===== src/rtl/lzss_token_gen.sv =====
// LZSS token generator: follows the priority encoder, tracks match length and
// emits literal or (offset, length) tokens over a valid/ready handshake.
module lzss_token_gen #(
   parameter int unsigned DEPTH     = 4,
   parameter int unsigned WIDTH     = 4,
   parameter int unsigned SYM_W     = 8,
   parameter int unsigned MIN_MATCH = 3,
   parameter int unsigned MAX_LEN   = 8,
   parameter int unsigned OFF_W     = $clog2(DEPTH*WIDTH+1),
   parameter int unsigned LEN_W     = $clog2(MAX_LEN+1)
) (
   input  logic             clk,
   input  logic             rst,
   input  logic             in_valid,
   output logic             in_ready,
   input  logic [SYM_W-1:0] in_symbol,
   input  logic             in_last,
   input  logic             symbol_match,
   input  logic [DEPTH-1:0] row,
   input  logic [WIDTH-1:0] col,
   input  logic             cont_hit,
   output logic             tok_valid,
   input  logic             tok_ready,
   output logic             tok_is_pair,
   output logic [SYM_W-1:0] tok_literal,
   output logic [OFF_W-1:0] tok_offset,
   output logic [LEN_W-1:0] tok_length,
   output logic             tok_last
);

   typedef enum logic [1:0] {IDLE, MATCH, EMIT, FLUSH} state_t;

   state_t           state_q, state_d;
   logic [LEN_W-1:0] len_q, len_d;
   logic [OFF_W-1:0] off_q, off_d;
   logic [LEN_W-1:0] fidx_q, fidx_d;
   logic             last_q, last_d;
   logic [SYM_W-1:0] sym_buf_q [MIN_MATCH];
   logic [SYM_W-1:0] sym_buf_d [MIN_MATCH];

   logic             tok_valid_d;
   logic             tok_is_pair_d;
   logic [SYM_W-1:0] tok_literal_d;
   logic [OFF_W-1:0] tok_offset_d;
   logic [LEN_W-1:0] tok_length_d;
   logic             tok_last_d;

   logic             close;
   logic             close_last;
   logic [OFF_W-1:0] match_off;
   logic [SYM_W-1:0] flush_sym;

   assign match_off = OFF_W'(row) * OFF_W'(WIDTH) + OFF_W'(col);

   // Buffered short-match symbol selected by the flush index
   always_comb begin
      flush_sym = '0;
      for (int i = 0; i < int'(MIN_MATCH); i++) begin
         if (LEN_W'(i) == fidx_q) flush_sym = sym_buf_q[i];
      end
   end

   always_ff @(posedge clk) begin
      if (rst) begin
         state_q     <= IDLE;
         len_q       <= '0;
         off_q       <= '0;
         fidx_q      <= '0;
         last_q      <= 1'b0;
         sym_buf_q   <= '{default: '0};
         tok_valid   <= 1'b0;
         tok_is_pair <= 1'b0;
         tok_literal <= '0;
         tok_offset  <= '0;
         tok_length  <= '0;
         tok_last    <= 1'b0;
      end else begin
         state_q     <= state_d;
         len_q       <= len_d;
         off_q       <= off_d;
         fidx_q      <= fidx_d;
         last_q      <= last_d;
         sym_buf_q   <= sym_buf_d;
         tok_valid   <= tok_valid_d;
         tok_is_pair <= tok_is_pair_d;
         tok_literal <= tok_literal_d;
         tok_offset  <= tok_offset_d;
         tok_length  <= tok_length_d;
         tok_last    <= tok_last_d;
      end
   end

   always_comb begin
      state_d       = state_q;
      len_d         = len_q;
      off_d         = off_q;
      fidx_d        = fidx_q;
      last_d        = last_q;
      sym_buf_d     = sym_buf_q;
      tok_valid_d   = tok_valid;
      tok_is_pair_d = tok_is_pair;
      tok_literal_d = tok_literal;
      tok_offset_d  = tok_offset;
      tok_length_d  = tok_length;
      tok_last_d    = tok_last;
      in_ready      = 1'b0;
      close         = 1'b0;
      close_last    = 1'b0;

      unique case (state_q)
         IDLE: begin
            in_ready = 1'b1;
            if (in_valid) begin
               if (!symbol_match) begin
                  tok_valid_d   = 1'b1;
                  tok_is_pair_d = 1'b0;
                  tok_literal_d = in_symbol;
                  tok_offset_d  = '0;
                  tok_length_d  = '0;
                  tok_last_d    = in_last;
                  state_d       = EMIT;
               end else begin
                  off_d        = match_off;
                  len_d        = LEN_W'(1);
                  sym_buf_d[0] = in_symbol;
                  last_d       = 1'b0;
                  state_d      = MATCH;
                  close        = in_last;
                  close_last   = in_last;
               end
            end
         end
         MATCH: begin
            in_ready = cont_hit;
            if (in_valid) begin
               if (cont_hit) begin
                  for (int i = 0; i < int'(MIN_MATCH); i++) begin
                     if (LEN_W'(i) == len_q) sym_buf_d[i] = in_symbol;
                  end
                  len_d      = len_q + LEN_W'(1);
                  close      = (len_d == LEN_W'(MAX_LEN)) || in_last;
                  close_last = in_last;
               end else begin
                  // Breaking symbol stays on the input for a fresh IDLE decision
                  close = 1'b1;
               end
            end
         end
         EMIT: begin
            if (tok_ready) begin
               tok_valid_d   = 1'b0;
               tok_is_pair_d = 1'b0;
               tok_literal_d = '0;
               tok_offset_d  = '0;
               tok_length_d  = '0;
               tok_last_d    = 1'b0;
               len_d         = '0;
               state_d       = IDLE;
            end
         end
         FLUSH: begin
            if (tok_ready) begin
               if (fidx_q < len_q) begin
                  tok_valid_d   = 1'b1;
                  tok_literal_d = flush_sym;
                  tok_last_d    = last_q && (fidx_q == len_q - LEN_W'(1));
                  fidx_d        = fidx_q + LEN_W'(1);
               end else begin
                  tok_valid_d   = 1'b0;
                  tok_literal_d = '0;
                  tok_last_d    = 1'b0;
                  len_d         = '0;
                  fidx_d        = '0;
                  last_d        = 1'b0;
                  state_d       = IDLE;
               end
            end
         end
         default: state_d = IDLE;
      endcase

      // Close: long matches become a pair, short ones replay as literals
      if (close) begin
         last_d      = close_last;
         tok_valid_d = 1'b1;
         if (len_d >= LEN_W'(MIN_MATCH)) begin
            tok_is_pair_d = 1'b1;
            tok_literal_d = '0;
            tok_offset_d  = off_d;
            tok_length_d  = len_d;
            tok_last_d    = close_last;
            state_d       = EMIT;
         end else begin
            tok_is_pair_d = 1'b0;
            tok_literal_d = sym_buf_d[0];
            tok_offset_d  = '0;
            tok_length_d  = '0;
            tok_last_d    = close_last && (len_d == LEN_W'(1));
            fidx_d        = LEN_W'(1);
            state_d       = FLUSH;
         end
      end
   end

endmodule

===== config.mk =====
export PLATFORM = sky130hd
export DESIGN_NAME = lzss_token_gen
export DESIGN_NICKNAME = d
export VERILOG_FILES = /design/src/rtl/lzss_token_gen.sv
export SDC_FILE = /design/constraint.sdc
export NUM_CORES = 1
export LEC_CHECK = 0
export CORE_MARGIN = 10
export CORE_UTILIZATION = 50
export CTS_CLUSTER_DIAMETER = 100
export CTS_CLUSTER_SIZE = 14
export DETAILED_ROUTE_END_ITERATION = 8
export PLACE_DENSITY_LB_ADDON = 0.1
export SLEW_MARGIN = 20
export SYNTH_ARGS = -nofsm -noshare
export SYNTH_HDL_FRONTEND = slang
export SYNTH_SLANG_ARGS = --single-unit
export TNS_END_PERCENT = 1

===== constraint.sdc =====
create_clock -name clk -period 2.2 [get_ports clk]
set_clock_uncertainty 0.1 [all_clocks]
set_input_delay 0.55 -clock clk [delete_from_list [all_inputs] [get_ports clk]]
set_output_delay 0.55 -clock clk [all_outputs]
set_load 0.005 [all_outputs]

==> results of run 1 <==
==> final cells by class <==
| type | count | area (um^2) |
|---|---|---|
| fill | 498 | 1760 |
| clock buffer | 12 | 176.4 |
| multi-input combinational | 289 | 2102 |
| tap | 77 | 96.34 |
| inverter | 11 | 47.55 |
| clock inverter | 3 | 42.54 |
| sequential | 60 | 1209 |
| timing repair buffer | 109 | 988.4 |
==> sequential cells by signal (all words and copies together), names as in the netlist <==
name / count
state_q: 2
fidx_q: 4
sym_buf_q: 24
tok_valid: 1
off_q: 5
tok_literal: 8
tok_length: 4
last_q: 1
tok_is_pair: 1
len_q: 4
tok_offset: 5
tok_last: 1
==> worst min-delay path, stage by stage, from the launching register on <==
cell and delay, ns:
dfxtp_1 0.30, nand2_1 0.04, a21oi_1 0.07
==> timing repair <==
item | 4_1_cts | 5_1_grt
endpoints found under the hold margin | 0 | 0
setup endpoints to repair | 20 | 22
gates resized for setup | 7 | 11
pin swaps | 12 | 24
buffers inserted | 6 | 2
==> path summary, 6_finish.rpt <==
kind / startpoint / end / slack (ns) / cells after the start
hold reg to reg: off_q[2] / off_q[2] / 0.36 / 2
hold / removal: off_q[2] / off_q[2] / 0.36 / 2
setup / recovery: len_q[1] / tok_offset[3] / -0.07 / 10
setup reg to reg: len_q[1] / tok_offset[3] / -0.07 / 10
==> placed cells by master (no fill, tap or decap), types with 8 or more instances in the layout <==
| cell | synthesis | layout |
|---|---|---|
| clkdlybuf4s50_1 | 0 | 39 |
| a22o_1 | 8 | 8 |
| ha_1 | 13 | 10 |
| mux2i_1 | 24 | 24 |
| buf_4 | 2 | 58 |
| a31o_2 | 9 | 9 |
| nand2b_1 | 14 | 14 |
| dfxtp_1 | 60 | 56 |
| a21oi_1 | 21 | 18 |
| nand2_1 | 48 | 48 |
| nor2_1 | 41 | 41 |
| o211ai_1 | 9 | 9 |
| clkbuf_8 | 0 | 11 |
| o21ai_0 | 12 | 12 |
==> cell families (layout without fill, tap and decap cells) <==
family	after synthesis	in the layout	share of synthesized area [%]
AO/OA/AOI/OAI	99	99	24.13
XOR/XNOR	8	8	2.092
adder cells (fa/ha/maj)	14	14	5.454
buffers and inverters	30	135	4.034
flip-flops	60	60	35.86
AND/OR/NAND/NOR	144	144	21.26
multiplexers	24	24	7.172
==> layer usage <==
metal | part of all wire (%) | routed length [um] | vias up
met2 | 49 | 4774 | 103
met3 | 5.1 | 504 | 11
met5 | 0 | 0 | -
li1 | - | - | 1566
met1 | 45 | 4391 | 1559
met4 | 1.3 | 129 | 0
==> power by group through the flow <==
stage / clock, mW / sequential, mW / combinational (mW)
after global routing: 1.16 / 1.18 / 0.696
after global placement: 0 / 1.20 / 0.617
after detailed placement: 0 / 1.20 / 0.625
final: 1.09 / 1.18 / 0.645
after CTS: 1.11 / 1.18 / 0.634
after floorplan: 0 / 1.19 / 0.318
==> metrics by stage <==
step	TNS, ns	cells	hold slack (ns)
2_1_floorplan	-0.004129	379	0.3407
3_3_place_gp	-14.97	539	0.3493
3_5_place_dp	-18.21	539	0.3524
4_1_cts	-0.9332	559	0.3612
5_1_grt	-2.368	561	0.3899
6_report	-0.4598	561	0.3592
==> impl_metrics.toml, run 1 <==
[run_status]
outcome = "finished with violations"
violations = "setup timing"

[global_routing]
overflow = 0
grt_use_met1_pct = 25.00
grt_pass1_wl_um = 15660
busiest_layer = "met2"
antenna_found_initial = 0
grtUsageTotal_pct = 19.11
grt_use_met3_pct = 4.184
grt_max_degree = 33
grt_pass1_vias = 3126
use_met2_pct = 30.72

[place]
dpl_cell_area_um2 = 4329
io_buffers = 42
dpl_worst_slack_ns = -0.5157
dp_hpwl_um = 7027
gp_congestion = 0.8500

[pwr]
seq_power_share_pct = 40.4
switchingPower_mw = 0.8018
max-vdd-ir-drop_mv = 0.4957
p_sw_share_pct = 27.48
internal-power_mw = 2.116
power.total_mw = 2.918
pwr_density_cell_nw_per_um2 = 625.9
comb_power_share_pct = 22.1
leakagePower_nw = 1.893
pwr-share-clk_pct = 37.5

[synth]
synth_ff_type = "dfxtp_1"
netlist.area_leader.share_pct = 35.86
syn_nets = 416
async_reset_ff_share_pct = 0
synth_area_um2 = 3349
ys_types = 68
post_synth.cell_area_avg_um2 = 8.838
synth_edf_count = 0
yosys.area.top_type = "dfxtp_1"
synth_common_cells = "60 x dfxtp_1, 48 x nand2_1, 41 x nor2_1, 24 x mux2i_1, 21 x a21oi_1"
synth_seq_cells = 60
seq_area_frac_synth_pct = 35.86
synthCells = 379
synth_warnings = 0
synth.most_common_cell = "dfxtp_1"
ys_top_cells_by_area = "dfxtp_1 36%, mux2i_1 7.2%, nand2_1 5.4%"

[layout]
stdcell_area_um2 = 4662
drive_gt1_share_pct = 27.07
n_antenna_cell = 0
syn_to_final_growth_pct = 39.19
finalCoreUtilization_pct = 72.59
nNetsFinal = 517

[sta]
relSlewSlack_pct = 59.45
fin_ws_ns = -0.06533
finalCriticalPeriod_ns = 2.265
setup_violations = 13
slew_viol_final = 0
worst_slew_pin_slew_ns = 0.6083
finalHoldViolations = 0
fmax_ghz = 0.4414
rsz0062_at_grt = "yes"
post-route-period-util_pct = 103.0

[critical_path]
cp_data_required_time_ns = 2.33
cp-start-kind = "register"
critPathBufInv = 3
crit_arrival_ns = 2.40
crit_slowest_cell = "dfxtp_4"
cpMostUsedCell = "buf_6"
cpPeakStageDelay_ns = 0.36
path_delay_family = "compound AO/OA/AOI/OAI gates"
worstSetupEndpointType = "register"
crit_fanout = 5
criticalPathCategory = "reg2reg"
crit_chain = "inv_4, ha_4, nor2b_4, o211ai_1, a31o_2, a211oi_4, buf_6, o22ai_4, buf_6, a22o_1"

[route]
final_antenna_net_count = 0
drt_iter0_markers = 208
wirelength_um = 9799
wire_per_inst_um = 17.47
vias = 3239
vias_per_cell = 5.774
drc_errors = 0
drtPass1Iterations = 5

[die]
core_um2 = 6422
initial_core_util_pct = 52.15
rows = 29
dieArea_um2 = 10370
die_y_um = 101.8
die_w_um = 101.8
pin_count = 44

[clock_network]
root_buffer = "clkbuf_8"
cts_tree = "built"
h-tree-depth = 3
clk_latency_ns = 0.34
clkTransAtPathRegs_ns = 0.07
hold_buffers = 0
clock_path_buffers = 2
cts.sinks = 60
cts-buffers-inserted = 9

[hold_path]
hp-class = "reg2reg"

[job]
maxCapViolations = 0
Note: power is estimated with default switching activity, not from simulation.
==> inputs of run 2 (changes only) <==
--- a/config.mk
+++ b/config.mk
@@ -6,7 +6,7 @@
 export NUM_CORES = 1
 export LEC_CHECK = 0
 export CORE_MARGIN = 10
-export CORE_UTILIZATION = 50
+export CORE_UTILIZATION = 49
 export CTS_CLUSTER_DIAMETER = 100
 export CTS_CLUSTER_SIZE = 14
 export DETAILED_ROUTE_END_ITERATION = 8
==> run 2 against run 1 <==
The run now ends clean. Critical endpoint is now tok_is_pair. Via count fell by 0.96%. Largest cell class unchanged. Sequential power barely moved. Setup slack improved by 0.073 ns. Clock power fell by 5%. Fmax rose by 3.3%. Highest routed layer unchanged. Flip-flop and latch count did not move. Core utilization fell by 3.5 points. Clock-buffer cell count fell by 2. Critical path type unchanged.
==> impl_metrics.toml, run 2 (synthesis gave the netlist of run 1 again) <==
[run_status]
outcome = "finished, final reports clean"

[pwr]
comb_power_share_pct = 22.4
pwr-share-clk_pct = 36.4
p_sw_share_pct = 29.10
pwr_density_cell_nw_per_um2 = 615.8
max-vdd-ir-drop_mv = 0.4690
leakagePower_nw = 1.892
switchingPower_mw = 0.8322
internal-power_mw = 2.028
seq_power_share_pct = 41.2

[place]
io_buffers = 42
gp_congestion = 0.9175
dp_hpwl_um = 7294

[critical_path]
cp-start-kind = "register"
criticalPathCategory = "reg2reg"
cpPeakStageDelay_ns = 0.35
rrSetupSlack_ns = 0.007
cp_data_required_time_ns = 2.38
crit_chain = "inv_4, ha_4, nor2b_4, o211ai_1, a31o_2, buf_6, o2111ai_4, o22ai_4, a22o_1"
crit_fanout = 5
crit_arrival_ns = 2.38
worstSetupEndpointType = "register"
crit_slowest_cell = "dfxtp_4"

[sta]
relSlewSlack_pct = 61.82
post-route-period-util_pct = 99.66
setup_violations = 0
worst_slew_pin_slew_ns = 0.5726
rsz0062_at_grt = "yes"
finalCriticalPeriod_ns = 2.193
fmax_ghz = 0.4561
slew_viol_final = 0
whs_ns = 0.3606
finalHoldViolations = 0

[die]
core_um2 = 6719
die_y_um = 102.7
dieArea_um2 = 10540
die_w_um = 102.7
rows = 30
initial_core_util_pct = 49.85
pin_count = 44

[route]
vias = 3208
wire_per_inst_um = 17.46
final_antenna_net_count = 0
wirelength_um = 9880
drt_iter0_markers = 103
vias_per_cell = 5.668
drtPass1Iterations = 6
drc_errors = 0

[clock_network]
cts_tree = "built"
root_buffer = "clkbuf_8"
cts.sinks = 60
clk_latency_ns = 0.34
clkTransAtPathRegs_ns = 0.07
clock_path_buffers = 2
cts-buffers-inserted = 9
h-tree-depth = 3
hold_buffers = 0

[layout]
mostFrequentLayoutCell = "buf_4"
nNetsFinal = 518
largest_reg_flops = 24
drive_gt1_share_pct = 27.78
largestRegisters = "sym_buf_q x24, tok_literal x8"
n_antenna_cell = 0
syn_to_final_growth_pct = 38.66
finalCoreUtilization_pct = 69.12
layout_common_cells = "61 x buf_4, 55 x dfxtp_1, 47 x nand2_1, 41 x nor2_1, 36 x clkdlybuf4s50_1"
top_register = "sym_buf_q"

[global_routing]
grtUsageTotal_pct = 19.03
overflow = 0
grt_max_degree = 46
grt_pass1_wl_um = 15640
antenna_found_initial = 0
grt_pass1_vias = 3108

[hold_path]
hp-class = "reg2reg"

[job]
maxCapViolations = 0
-- run 2: power groups by stage --
stage	logic, mW	registers (mW)	clock network [mW]
floorplan	0.318	1.19	0
global placement	0.621	1.20	0
detailed placement	0.630	1.20	0
CTS	0.634	1.18	1.06
global route	0.694	1.18	1.10
finish	0.641	1.18	1.04
-- run 2: per-layer routing --
layer / GRT usage [%] / routed length (um)
met5: 0 / 0
met1: 22.14 / 4281
met3: 3.485 / 426
met4: 8.894 / 303
met2: 32.97 / 4868
-- run 2: stage by stage --
step	instance area [um^2]	power, mW	instances	setup TNS (ns)	setup slack [ns]
after detailed placement	4355	1.831	549	-18.19	-0.4968
after global placement	4355	1.822	549	-17.16	-0.4632
after floorplan	3408	1.512	379	-0.004129	-0.004129
after global routing	4644	2.974	566	-0.6070	-0.07539
after CTS	4572	2.871	565	-0.09381	-0.03392
final	4644	2.860	566	0	0.007389
-- run 2: worst paths after layout --
kind,start,to,depth (start not counted)
worst min register to register,off_q[0],off_q[0],2
worst max register to register,len_q[1],tok_is_pair,9
worst min-delay path,off_q[0],off_q[0],2
worst max-delay path,len_q[1],tok_is_pair,9
-- run 2: cell type report --
class	instances	area (um^2)
multi-input cells	290	2125
flip-flops and latches	60	1210
fillers	569	2074
well taps	80	100.1
inverters	11	45.04
clock buffers	10	137.6
repair buffers	109	955.9
clock inverters	6	71.32
-- run 2: critical path: cells and delay by family, from the launching register on --
family	cells	cell delay, ns
AOI/OAI and AO/OA	5	1.18
adders and majority gates	1	0.19
buffers and inverters	2	0.19
DFF	1	0.35
and+or+nand+nor	1	0.12
-- run 2: timing repair --
action | 4_1_cts | 5_1_grt
endpoints found under the setup margin | 23 | 20
buffers inserted | 0 | 0
gates resized for setup | 7 | 14
pin swaps | 6 | 11
gates cloned | 0 | 1
